===== src/rtl/butterfly_sched_pkg.sv =====
// butterfly_sched_pkg: shared encodings for the butterfly engine job scheduler
//  op_e      command opcodes (5-7 are illegal)
//  state_e   scheduler FSM states
//  ERR_*     bit positions inside job_err
package butterfly_sched_pkg;
    typedef enum logic [2:0] {
        OP_FFT      = 3'd0,
        OP_BFLY     = 3'd1,
        OP_LN       = 3'd2,
        OP_SC_CACHE = 3'd3,
        OP_SC_ADD   = 3'd4
    } op_e;

    typedef enum logic [2:0] {
        S_IDLE   = 3'd0,
        S_CFG    = 3'd1,
        S_LOAD   = 3'd2,
        S_STREAM = 3'd3,
        S_DRAIN  = 3'd4,
        S_DONE   = 3'd5
    } state_e;

    localparam int ERR_ILLEGAL = 0;
    localparam int ERR_TIMEOUT = 1;

    function automatic logic op_legal(input logic [2:0] op);
        return op <= OP_SC_ADD;
    endfunction
endpackage


===== src/rtl/bfly_sched_beat_counter.sv =====
// bfly_sched_beat_counter: beat counter with latched target and ==target flag
//  clk, rst_n   clock, async active-low reset
//  ld           latch tgt and restart count at 0
//  clr          restart count at 0, keep target
//  en           count one beat (ignored once the target is reached, so it never wraps)
//  tgt          target beat count
//  hit          count == target
module bfly_sched_beat_counter #(
    parameter int W = 16
) (
    input  logic         clk,
    input  logic         rst_n,
    input  logic         ld,
    input  logic         clr,
    input  logic         en,
    input  logic [W-1:0] tgt,
    output logic         hit
);
    logic [W-1:0] cnt;
    logic [W-1:0] tgt_q;

    always_ff @(posedge clk or negedge rst_n) begin
        if (!rst_n) begin
            cnt   <= '0;
            tgt_q <= '0;
        end else if (ld) begin
            cnt   <= '0;
            tgt_q <= tgt;
        end else if (clr) begin
            cnt   <= '0;
        end else if (en && !hit) begin
            cnt   <= cnt + 1'b1;
        end
    end

    assign hit = cnt == tgt_q;
endmodule


===== src/rtl/butterfly_engine_job_scheduler.sv =====
// butterfly_engine_job_scheduler: sequences host commands onto butterfly_engine_opt_top
//  cmd_*                 command handshake and fields (op, length, bypass, beat counts)
//  abort                 drop the current job, back to IDLE without job_done
//  src_vld/src_rdy       upstream input stream, forwarded as eng_up_vld / eng_up_rdy
//  coef_src_vld/rdy      coefficient source, forwarded as eng_coef_vld
//  eng_out_vld           engine lane-0 output beat, counted for completion
//  eng_is_*, eng_length, eng_bypass_p2s   registered engine mode pins, held for the job
//  busy, job_done, job_err                status (job_err[0] illegal op, [1] watchdog timeout)
module butterfly_engine_job_scheduler
    import butterfly_sched_pkg::*;
#(
    parameter int LEN_W      = 16,
    parameter int CFG_SETTLE = 2,
    parameter int TO_W       = 20
) (
    input  logic             clk,
    input  logic             rst_n,
    input  logic             cmd_vld,
    output logic             cmd_rdy,
    input  logic [2:0]       cmd_op,
    input  logic [LEN_W-1:0] cmd_len,
    input  logic             cmd_bypass,
    input  logic [LEN_W-1:0] cmd_in_beats,
    input  logic [LEN_W-1:0] cmd_out_beats,
    input  logic [LEN_W-1:0] cmd_coef_beats,
    input  logic             abort,
    input  logic             src_vld,
    output logic             src_rdy,
    output logic             eng_up_vld,
    input  logic             eng_up_rdy,
    input  logic             coef_src_vld,
    output logic             coef_src_rdy,
    output logic             eng_coef_vld,
    input  logic             eng_out_vld,
    output logic             eng_is_fft,
    output logic             eng_is_ln,
    output logic             eng_is_sc_cache,
    output logic             eng_is_sc_add,
    output logic [LEN_W-1:0] eng_length,
    output logic             eng_bypass_p2s,
    output logic             busy,
    output logic             job_done,
    output logic [1:0]       job_err
);
    state_e          state, state_nx;
    logic            live_q;
    logic            err_done_q;
    logic [7:0]      settle_q;
    logic [TO_W-1:0] wd_q;
    logic            accept, legal, active, in_hs, out_en, hs, timeout, kill;
    logic            coef_hit, in_hit, out_hit;

    // live_q keeps cmd_rdy low while in reset and for the first edge after it
    assign cmd_rdy      = live_q && state == S_IDLE;
    assign accept       = cmd_vld && cmd_rdy;
    assign legal        = op_legal(cmd_op);
    assign active       = state inside {S_LOAD, S_STREAM, S_DRAIN};
    // rdy drops once the last coefficient beat is in, so no extra beat is taken
    assign coef_src_rdy = state == S_LOAD && !coef_hit;
    assign eng_coef_vld = coef_src_rdy && coef_src_vld;
    assign eng_up_vld   = state == S_STREAM && !in_hit && src_vld;
    assign src_rdy      = state == S_STREAM && !in_hit && eng_up_rdy;
    assign in_hs        = src_vld && src_rdy;
    assign out_en       = (state == S_STREAM || state == S_DRAIN) && eng_out_vld;
    assign hs           = eng_coef_vld || in_hs || out_en;
    assign timeout      = active && &wd_q;
    assign kill         = (abort && state != S_IDLE) || timeout;
    assign busy         = state != S_IDLE;
    assign job_done     = state == S_DONE || err_done_q;

    always_ff @(posedge clk or negedge rst_n) begin
        if (!rst_n) state <= S_IDLE;
        else        state <= state_nx;
    end

    always_comb begin
        state_nx = state;
        case (state)
            S_IDLE:   if (accept && legal) state_nx = S_CFG;
            S_CFG:    if (settle_q == 8'(CFG_SETTLE - 1)) state_nx = coef_hit ? S_STREAM : S_LOAD;
            S_LOAD:   if (coef_hit) state_nx = S_STREAM;
            S_STREAM: if (in_hit) state_nx = S_DRAIN;
            S_DRAIN:  if (out_hit) state_nx = S_DONE;
            default:  state_nx = S_IDLE;
        endcase
        if (kill) state_nx = S_IDLE;
    end

    always_ff @(posedge clk or negedge rst_n) begin
        if (!rst_n) begin
            live_q          <= 1'b0;
            err_done_q      <= 1'b0;
            job_err         <= '0;
            settle_q        <= '0;
            wd_q            <= '0;
            eng_is_fft      <= 1'b0;
            eng_is_ln       <= 1'b0;
            eng_is_sc_cache <= 1'b0;
            eng_is_sc_add   <= 1'b0;
            eng_length      <= '0;
            eng_bypass_p2s  <= 1'b0;
        end else begin
            live_q     <= 1'b1;
            err_done_q <= accept && !legal;
            if (accept) begin
                job_err              <= '0;
                job_err[ERR_ILLEGAL] <= !legal;
            end else if (timeout) begin
                job_err[ERR_TIMEOUT] <= 1'b1;
            end
            settle_q <= state == S_CFG ? settle_q + 8'd1 : 8'd0;
            wd_q     <= active && !hs ? wd_q + 1'b1 : '0;
            if (accept && legal) begin
                eng_is_fft      <= cmd_op == OP_FFT;
                eng_is_ln       <= cmd_op == OP_LN;
                eng_is_sc_cache <= cmd_op == OP_SC_CACHE;
                eng_is_sc_add   <= cmd_op == OP_SC_ADD;
                eng_length      <= cmd_len;
                eng_bypass_p2s  <= cmd_bypass;
            end else if (kill || state == S_DONE) begin
                eng_is_fft      <= 1'b0;
                eng_is_ln       <= 1'b0;
                eng_is_sc_cache <= 1'b0;
                eng_is_sc_add   <= 1'b0;
                eng_length      <= '0;
                eng_bypass_p2s  <= 1'b0;
            end
        end
    end

    bfly_sched_beat_counter #(.W(LEN_W)) u_coef_cnt (
        .clk(clk), .rst_n(rst_n), .ld(accept && legal), .clr(kill),
        .en(eng_coef_vld), .tgt(cmd_coef_beats), .hit(coef_hit)
    );

    bfly_sched_beat_counter #(.W(LEN_W)) u_in_cnt (
        .clk(clk), .rst_n(rst_n), .ld(accept && legal), .clr(kill),
        .en(in_hs), .tgt(cmd_in_beats), .hit(in_hit)
    );

    bfly_sched_beat_counter #(.W(LEN_W)) u_out_cnt (
        .clk(clk), .rst_n(rst_n), .ld(accept && legal), .clr(kill),
        .en(out_en), .tgt(cmd_out_beats), .hit(out_hit)
    );
endmodule


===== config.mk =====
export PLATFORM = sky130hd
export DESIGN_NAME = butterfly_engine_job_scheduler
export DESIGN_NICKNAME = d
export VERILOG_FILES = /design/src/rtl/butterfly_sched_pkg.sv /design/src/rtl/bfly_sched_beat_counter.sv /design/src/rtl/butterfly_engine_job_scheduler.sv
export SDC_FILE = /design/constraint.sdc
export NUM_CORES = 1
export LEC_CHECK = 0
export CAP_MARGIN = 0
export CELL_PAD_IN_SITES_DETAIL_PLACEMENT = 1
export CELL_PAD_IN_SITES_GLOBAL_PLACEMENT = 1
export CORE_MARGIN = 10
export CORE_UTILIZATION = 47
export DETAILED_ROUTE_END_ITERATION = 8
export HOLD_SLACK_MARGIN = 0.1
export PLACE_DENSITY = 0.95
export SLEW_MARGIN = 25
export SYNTH_ARGS = -nofsm -noshare
export SYNTH_HDL_FRONTEND = slang
export SYNTH_SLANG_ARGS = --single-unit

===== constraint.sdc =====
create_clock -name clk -period 3.6 [get_ports clk]
set_clock_uncertainty 0.1 [all_clocks]
set_input_delay 0.72 -clock clk [delete_from_list [all_inputs] [get_ports clk]]
set_output_delay 0.72 -clock clk [all_outputs]
set_load 0.01 [all_outputs]

==> impl_metrics.json, run 1 <==
{
  "die_x_um": 144,
  "yosys.area.top_type": "dfrtp_1",
  "layout_common_cells": "dfrtp_1 (152), clkdlybuf4s50_1 (104), xor2_1 (92)",
  "num_vias": 5632,
  "rsz0062_at_grt": "no",
  "rrSetupSlack_ns": 0.67,
  "whs_ns": 0.257,
  "async_flop_share": 1.00,
  "maxSlewViolCount": 0,
  "timing.final.hold_violations": 0,
  "cp-end-kind": "primary output",
  "drive_gt1_frac": 0.133,
  "dp.cells": 931,
  "row_count": 45,
  "timing.final.crit_share": 0.977,
  "viasPerCell": 5.83,
  "setup_tns_ns": 0,
  "syn-cell-area_um2": 7260,
  "synth-edff-count": 0,
  "start_util": 0.479,
  "hp-class": "primary input to async pin",
  "leakage_nw": 4.14,
  "worstMarginPinSlew_ns": 0.947,
  "drt_iter0_drc": 358,
  "setup_viol": 0,
  "max_freq_mhz": 284,
  "ys.warnings.count": 0,
  "cts-root-buf": "clkbuf_16",
  "drtAntennaViolNets": 0,
  "finish.net_count": 846,
  "cts_max_level": 4,
  "io_pins": 106,
  "antenna_found_initial": 1,
  "cts_tree": "yes",
  "dieArea_um2": 20800,
  "worstSetupPathType": "register to primary output",
  "status": "finished clean",
  "power_density_nw_per_um2": 637,
  "gr-total-overflow": 0,
  "syn_to_final_growth_pct": 25.9,
  "cp_data_required_time_ns": 2.78,
  "synthTopCellsByArea": "dfrtp_1 (52%), xor2_1 (11%), mux2_2 (7.4%)",
  "mostFrequentLayoutCell": "dfrtp_1",
  "finalNonFillerCells": 966,
  "hold_buffers": 0,
  "worstSkewPairLatency_ns": 0.43,
  "grt_max_degree": 86,
  "ys_seq_area_frac": 0.524,
  "grt_usage": 0.223,
  "yosysUniqueCellTypes": 50,
  "synth_area_per_cell_um2": 11.1,
  "dieHeight_um": 144,
  "grt_pass1_vias": 6451,
  "grtUsageMet2": 0.402,
  "ys_seq_elements": 152,
  "synthCells": 653,
  "clkTransAtPathRegs_ns": 0.06,
  "grtUsageMet3": 0.0528,
  "dpl.hpwl_um": 14800,
  "cap_viol_max_count": 0,
  "gr-usage-met1": 0.245,
  "post-place-ws_ns": 0.211,
  "setup_ws_ns": 0.0815,
  "crit_fanout": 5,
  "busiest_layer": "met2",
  "finalWirelength_um": 22500,
  "wl_per_cell_um": 23.3,
  "cts_buffer_depth": 2,
  "peakVddDrop_mv": 0.415,
  "io_buffers": 105,
  "gp_congestion": 0.902,
  "slew_headroom": 0.369,
  "route.detailed.drc": 0,
  "core_um2": 15100,
  "numCtsBuffers": 17,
  "drtPass1Iterations": 4,
  "critPathLaunchType": "register",
  "critPathArrivalTime_ns": 2.70,
  "synthFlopType": "dfrtp_1",
  "period_minus_slack_ns": 3.52,
  "grt_pass1_wl_um": 35900,
  "syn-num-nets": 735,
  "synth_top_area_share": 0.524,
  "cts.sinks": 152
}
logic make-up after synthesis:
family          after synthesis  synth area share
xor+xnor                    110             0.133
simple gates                253             0.182
flops                       152             0.524
fa+ha+maj                     6            0.0103
buf+inv                      32            0.0207
mux                          52            0.0799
other cells                   1          0.000516
compound gates               47            0.0498
power breakdown:
part	switching [mW]	leakage, nW	internal, mW	total [mW]
sequential	0.346	2.01	2.08	2.43
combinational	0.786	1.83	0.732	1.52
clock	0.730	0.289	1.15	1.88
repair_timing:
item                                    CTS  global route
buffers inserted                          2             0
endpoints found under the setup margin    1             2
resized for setup                         1             1
pin swaps                                 1             0
registers in the layout, summed over array words and instances (netlist names):
name              flops
wd_q                 20
eng_length           16
u_coef_cnt.cnt       16
u_coef_cnt.tgt_q     16
u_in_cnt.cnt         16
u_in_cnt.tgt_q       16
u_out_cnt.cnt        16
u_out_cnt.tgt_q      16
settle_q              8
state                 3
job_err               2
eng_bypass_p2s        1
eng_is_fft            1
eng_is_ln             1
eng_is_sc_add         1
eng_is_sc_cache       1
err_done_q            1
live_q                1
worst paths after layout:
path                                   start                   to  depth (start not counted)
hold / removal                         rst_n  u_coef_cnt.tgt_q[4]                          1
min in group clk                     wd_q[0]              wd_q[0]                          1
hold reg to reg                      wd_q[0]              wd_q[0]                          1
setup reg to reg                    state[1]        eng_is_sc_add                          7
max in group asynchronous              rst_n          settle_q[3]                          2
setup / recovery           u_coef_cnt.cnt[7]         coef_src_rdy                          7
final cells by class:
class	instances	area, um2
Fill cell	1588	6000
Multi-Input combinational cell	469	3310
Clock inverter	10	143
Timing Repair Buffer	117	1140
Inverter	7	26.3
Clock buffer	22	474
Sequential cell	152	3800
Tap cell	188	235
Antenna cell	1	2.50
metrics by stage:
step / area (um2) / total power [mW] / util
after floorplan: 7260 / 3.27 / -
after global placement: 8500 / 3.77 / 0.561
after detailed placement: 8500 / 3.90 / 0.561
after CTS: 9140 / 5.85 / 0.603
after global routing: 9140 / 6.09 / 0.604
final: 9140 / 5.82 / 0.604
critical path, stage by stage, from the launching register on:
cell             delay, ns
dfrtp_1               0.47
xor2_1                0.21
nor4_1                0.46
nand4_1               0.21
buf_4                 0.21
nand2b_1              0.11
nor2_1                0.08
clkdlybuf4s50_1       0.51
routing by layer:
layer / vias to the layer above / share of wire
met5: - / 0
met4: 0 / 0.033
met3: 58 / 0.047
met2: 171 / 0.54
met1: 2918 / 0.38
li1: 2485 / -
Yosys cell counts, drive strengths merged (14+ instances only):
| cell | count |
|---|---|
| nand3 | 23 |
| a22o | 18 |
| xor2 | 92 |
| mux2 | 48 |
| nand2 | 31 |
| and3 | 14 |
| nor2 | 86 |
| nand4 | 30 |
| xnor2 | 18 |
| dfrtp | 152 |
Power figures use the tool's default switching activity.
==> inputs of run 2 (changes only) <==
--- a/config.mk
+++ b/config.mk
@@ -9,10 +9,11 @@
 export CELL_PAD_IN_SITES_DETAIL_PLACEMENT = 1
 export CELL_PAD_IN_SITES_GLOBAL_PLACEMENT = 1
 export CORE_MARGIN = 10
-export CORE_UTILIZATION = 47
+export CORE_UTILIZATION = 45
 export DETAILED_ROUTE_END_ITERATION = 8
+export DONT_BUFFER_PORTS = 1
 export HOLD_SLACK_MARGIN = 0.1
-export PLACE_DENSITY = 0.95
+export PLACE_DENSITY = 0.86
 export SLEW_MARGIN = 25
 export SYNTH_ARGS = -nofsm -noshare
 export SYNTH_HDL_FRONTEND = slang
==> constraint.sdc (replaced) <==
create_clock -name clk -period 3.21 [get_ports clk]
set_clock_uncertainty 0.1 [all_clocks]
set_input_delay 0.642 -clock clk [delete_from_list [all_inputs] [get_ports clk]]
set_output_delay 0.642 -clock clk [all_outputs]
set_load 0.01 [all_outputs]
==> run 2 against run 1 <==
Against the previous run:
- the flow now finishes with violations (hold timing)
- setup slack improved by 0.19 ns
- highest routed layer is now met5
- routed wire length decreased by 18%
- total power increased by 5.8%
- clock power increased by 15%
- sequential cell count unchanged
- register-to-register slack got worse by 0.32 ns
- final cell count decreased by 8.4%
- combinational power decreased by 17%
- cell area decreased by 11%
==> impl_metrics.json, run 2 (synthesis gave the netlist of run 1 again) <==
{
  "setup_ws_ns": 0.270,
  "post_cts_buffers": 0,
  "crit_chain": "xor2_1, nor4_1, nand4_1, nor2b_1, and2_1",
  "worstMarginPinSlew_ns": 0.955,
  "hp-class": "primary input to async pin",
  "cts-root-buf": "clkbuf_16",
  "largest_register_ffs": 20,
  "critPathLaunchType": "register",
  "violations": "hold timing",
  "drive_gt1_frac": 0.143,
  "rrSetupSlack_ns": 0.35,
  "core_um2": 15800,
  "cp_top_family": "simple AND/OR/NAND/NOR gates",
  "rsz0062_at_grt": "no",
  "cpMaxStageDelayCell": "nor4_1",
  "row_count": 46,
  "io_pins": 106,
  "dpl.hpwl_um": 13000,
  "regMostFlops": "wd_q",
  "grt_max_degree": 153,
  "drtAntennaViolNets": 0,
  "cts_resized": 0,
  "path_depth": 5,
  "crit_buf_inv": 0,
  "antenna_found_initial": 4,
  "maxSlewViolCount": 0,
  "switching_share": 0.300,
  "wl_per_cell_um": 20.9,
  "p_int_mw": 4.31,
  "critPathArrivalTime_ns": 2.20,
  "wl_met2_um": 9700,
  "start_util": 0.459,
  "gr-total-overflow": 0,
  "power.share.sequential": 0.446,
  "fill_cells": 1670,
  "cts_buffer_depth": 2,
  "met1_length_um": 7420,
  "timing.final.crit_share": 0.916,
  "dp.cells": 850,
  "dieHeight_um": 147,
  "cp-end-kind": "primary output",
  "post-place-ws_ns": 0.349,
  "clkTransAtPathRegs_ns": 0.06,
  "slew_headroom": 0.363,
  "drtPass1Iterations": 4,
  "cp_data_required_time_ns": 2.47,
  "die_x_um": 147,
  "finalNonFillerCells": 885,
  "power_density_nw_per_um2": 759,
  "grt_pass1_wl_um": 30500,
  "pwr-share-clk": 0.350,
  "syn_to_final_growth_pct": 11.7,
  "numCtsBuffers": 17,
  "route.detailed.drc": 0,
  "leakage_nw": 3.73,
  "worstSkewPairLatency_ns": 0.42,
  "finish.net_count": 735,
  "period_minus_slack_ns": 2.94,
  "finalWirelength_um": 18500,
  "whs_ns": -0.185,
  "cap_viol_max_count": 0,
  "grt_pass1_vias": 5604,
  "io_buffers": 0,
  "crit_fanout": 4,
  "setup_tns_ns": 0,
  "regArea_um2": 3800,
  "p_comb_frac": 0.204,
  "timing.final.hold_violations": 152,
  "cts.sinks": 152,
  "num_vias": 4963,
  "layout_common_cells": "dfrtp_1 (152), xor2_1 (92), nor2_1 (86)",
  "top_layer_used": "met5",
  "multiInputGateArea_um2": 3310,
  "regToRegEndpoint": "eng_length[2]",
  "status": "finished, violations left",
  "gp_congestion": 0.799,
  "cts_tree": "yes",
  "grt_usage": 0.176,
  "cpPeakStageDelay_ns": 0.44,
  "peakVddDrop_mv": 0.410,
  "netSwitchingPower_mw": 1.85,
  "wl_met3_um": 1100,
  "setup_viol": 0,
  "max_freq_mhz": 340,
  "r2r-start": "state[2]",
  "drt_iter0_drc": 288,
  "worst-r2r-cell-count": 7,
  "cts_max_level": 4,
  "mostFrequentLayoutCell": "dfrtp_1",
  "power_mw": 6.16,
  "dieArea_um2": 21600,
  "worstSetupPathType": "register to primary output",
  "viasPerCell": 5.61
}
-- run 2: changes by cell type in the layout (fill, tap and decap cells not counted), sizes merged --
cell / before / now
clkdlybuf4s50: 104 / 0
buf: 13 / 6
diode: 1 / 3
clkinvlp: 4 / 1
clkbuf: 22 / 26
inv: 8 / 7
-- run 2: final cells by class --
cell class | instances | area share
diodes | 3 | 0.000926
multi-input cells | 469 | 0.408
inverters | 7 | 0.00324
well taps | 216 | 0.0333
clock inverters | 6 | 0.0133
flip-flops and latches | 152 | 0.469
clock buffers | 26 | 0.0665
repair buffers | 6 | 0.00555
-- run 2: power groups by stage --
stage	Combinational, mW	Clock (mW)	Sequential (mW)
final	1.26	2.16	2.74
after global placement	1.18	0	2.74
after floorplan	1.05	0	2.62
after CTS	1.28	2.20	2.75
after global routing	1.41	2.29	2.80
after detailed placement	1.26	0	2.77
-- run 2: stage by stage --
step | instance area, um2 | util
3_5_place_dp | 7450 | 0.471
6_report | 8110 | 0.512
2_1_floorplan | 7260 | -
3_3_place_gp | 7450 | 0.471
5_1_grt | 8100 | 0.512
4_1_cts | 8100 | 0.512
-- run 2: worst register-to-register path: stages (launching register included) --
cell,delay [ns]
dfrtp_1,0.48
nor3_2,0.35
inv_1,0.18
and2_1,0.20
nor2_1,0.20
nand2_4,0.25
a21oi_2,0.77
a22o_1,0.26
-- run 2: how the worst max path moves through the flow --
stage | startpoint | endpoint | slack [ns]
finish | u_in_cnt.cnt[10] | eng_up_vld | 0.27
detailed placement | state[2] | eng_length[6] | 0.35
CTS | u_in_cnt.cnt[10] | eng_up_vld | 0.24
global route | state[2] | eng_is_fft | 0.01
floorplan | cmd_op[0] | u_coef_cnt.tgt_q[15] | 1.02
global placement | state[2] | eng_length[4] | 0.51
-- run 2: layer usage --
layer  vias to the layer above  GRT usage
li1                       2269          -
met1                      2570      0.196
met2                        98      0.307
met3                        24     0.0654
met4                         2     0.0500
met5                         -          0
==> inputs of run 3 (changes only) <==
--- a/config.mk
+++ b/config.mk
@@ -10,6 +10,7 @@
 export CELL_PAD_IN_SITES_GLOBAL_PLACEMENT = 1
 export CORE_MARGIN = 10
 export CORE_UTILIZATION = 45
+export CTS_CLUSTER_SIZE = 10
 export DETAILED_ROUTE_END_ITERATION = 8
 export DONT_BUFFER_PORTS = 1
 export HOLD_SLACK_MARGIN = 0.1
==> results of run 3 <==
Final layout, timing and power as in run 2 (identical DEF).
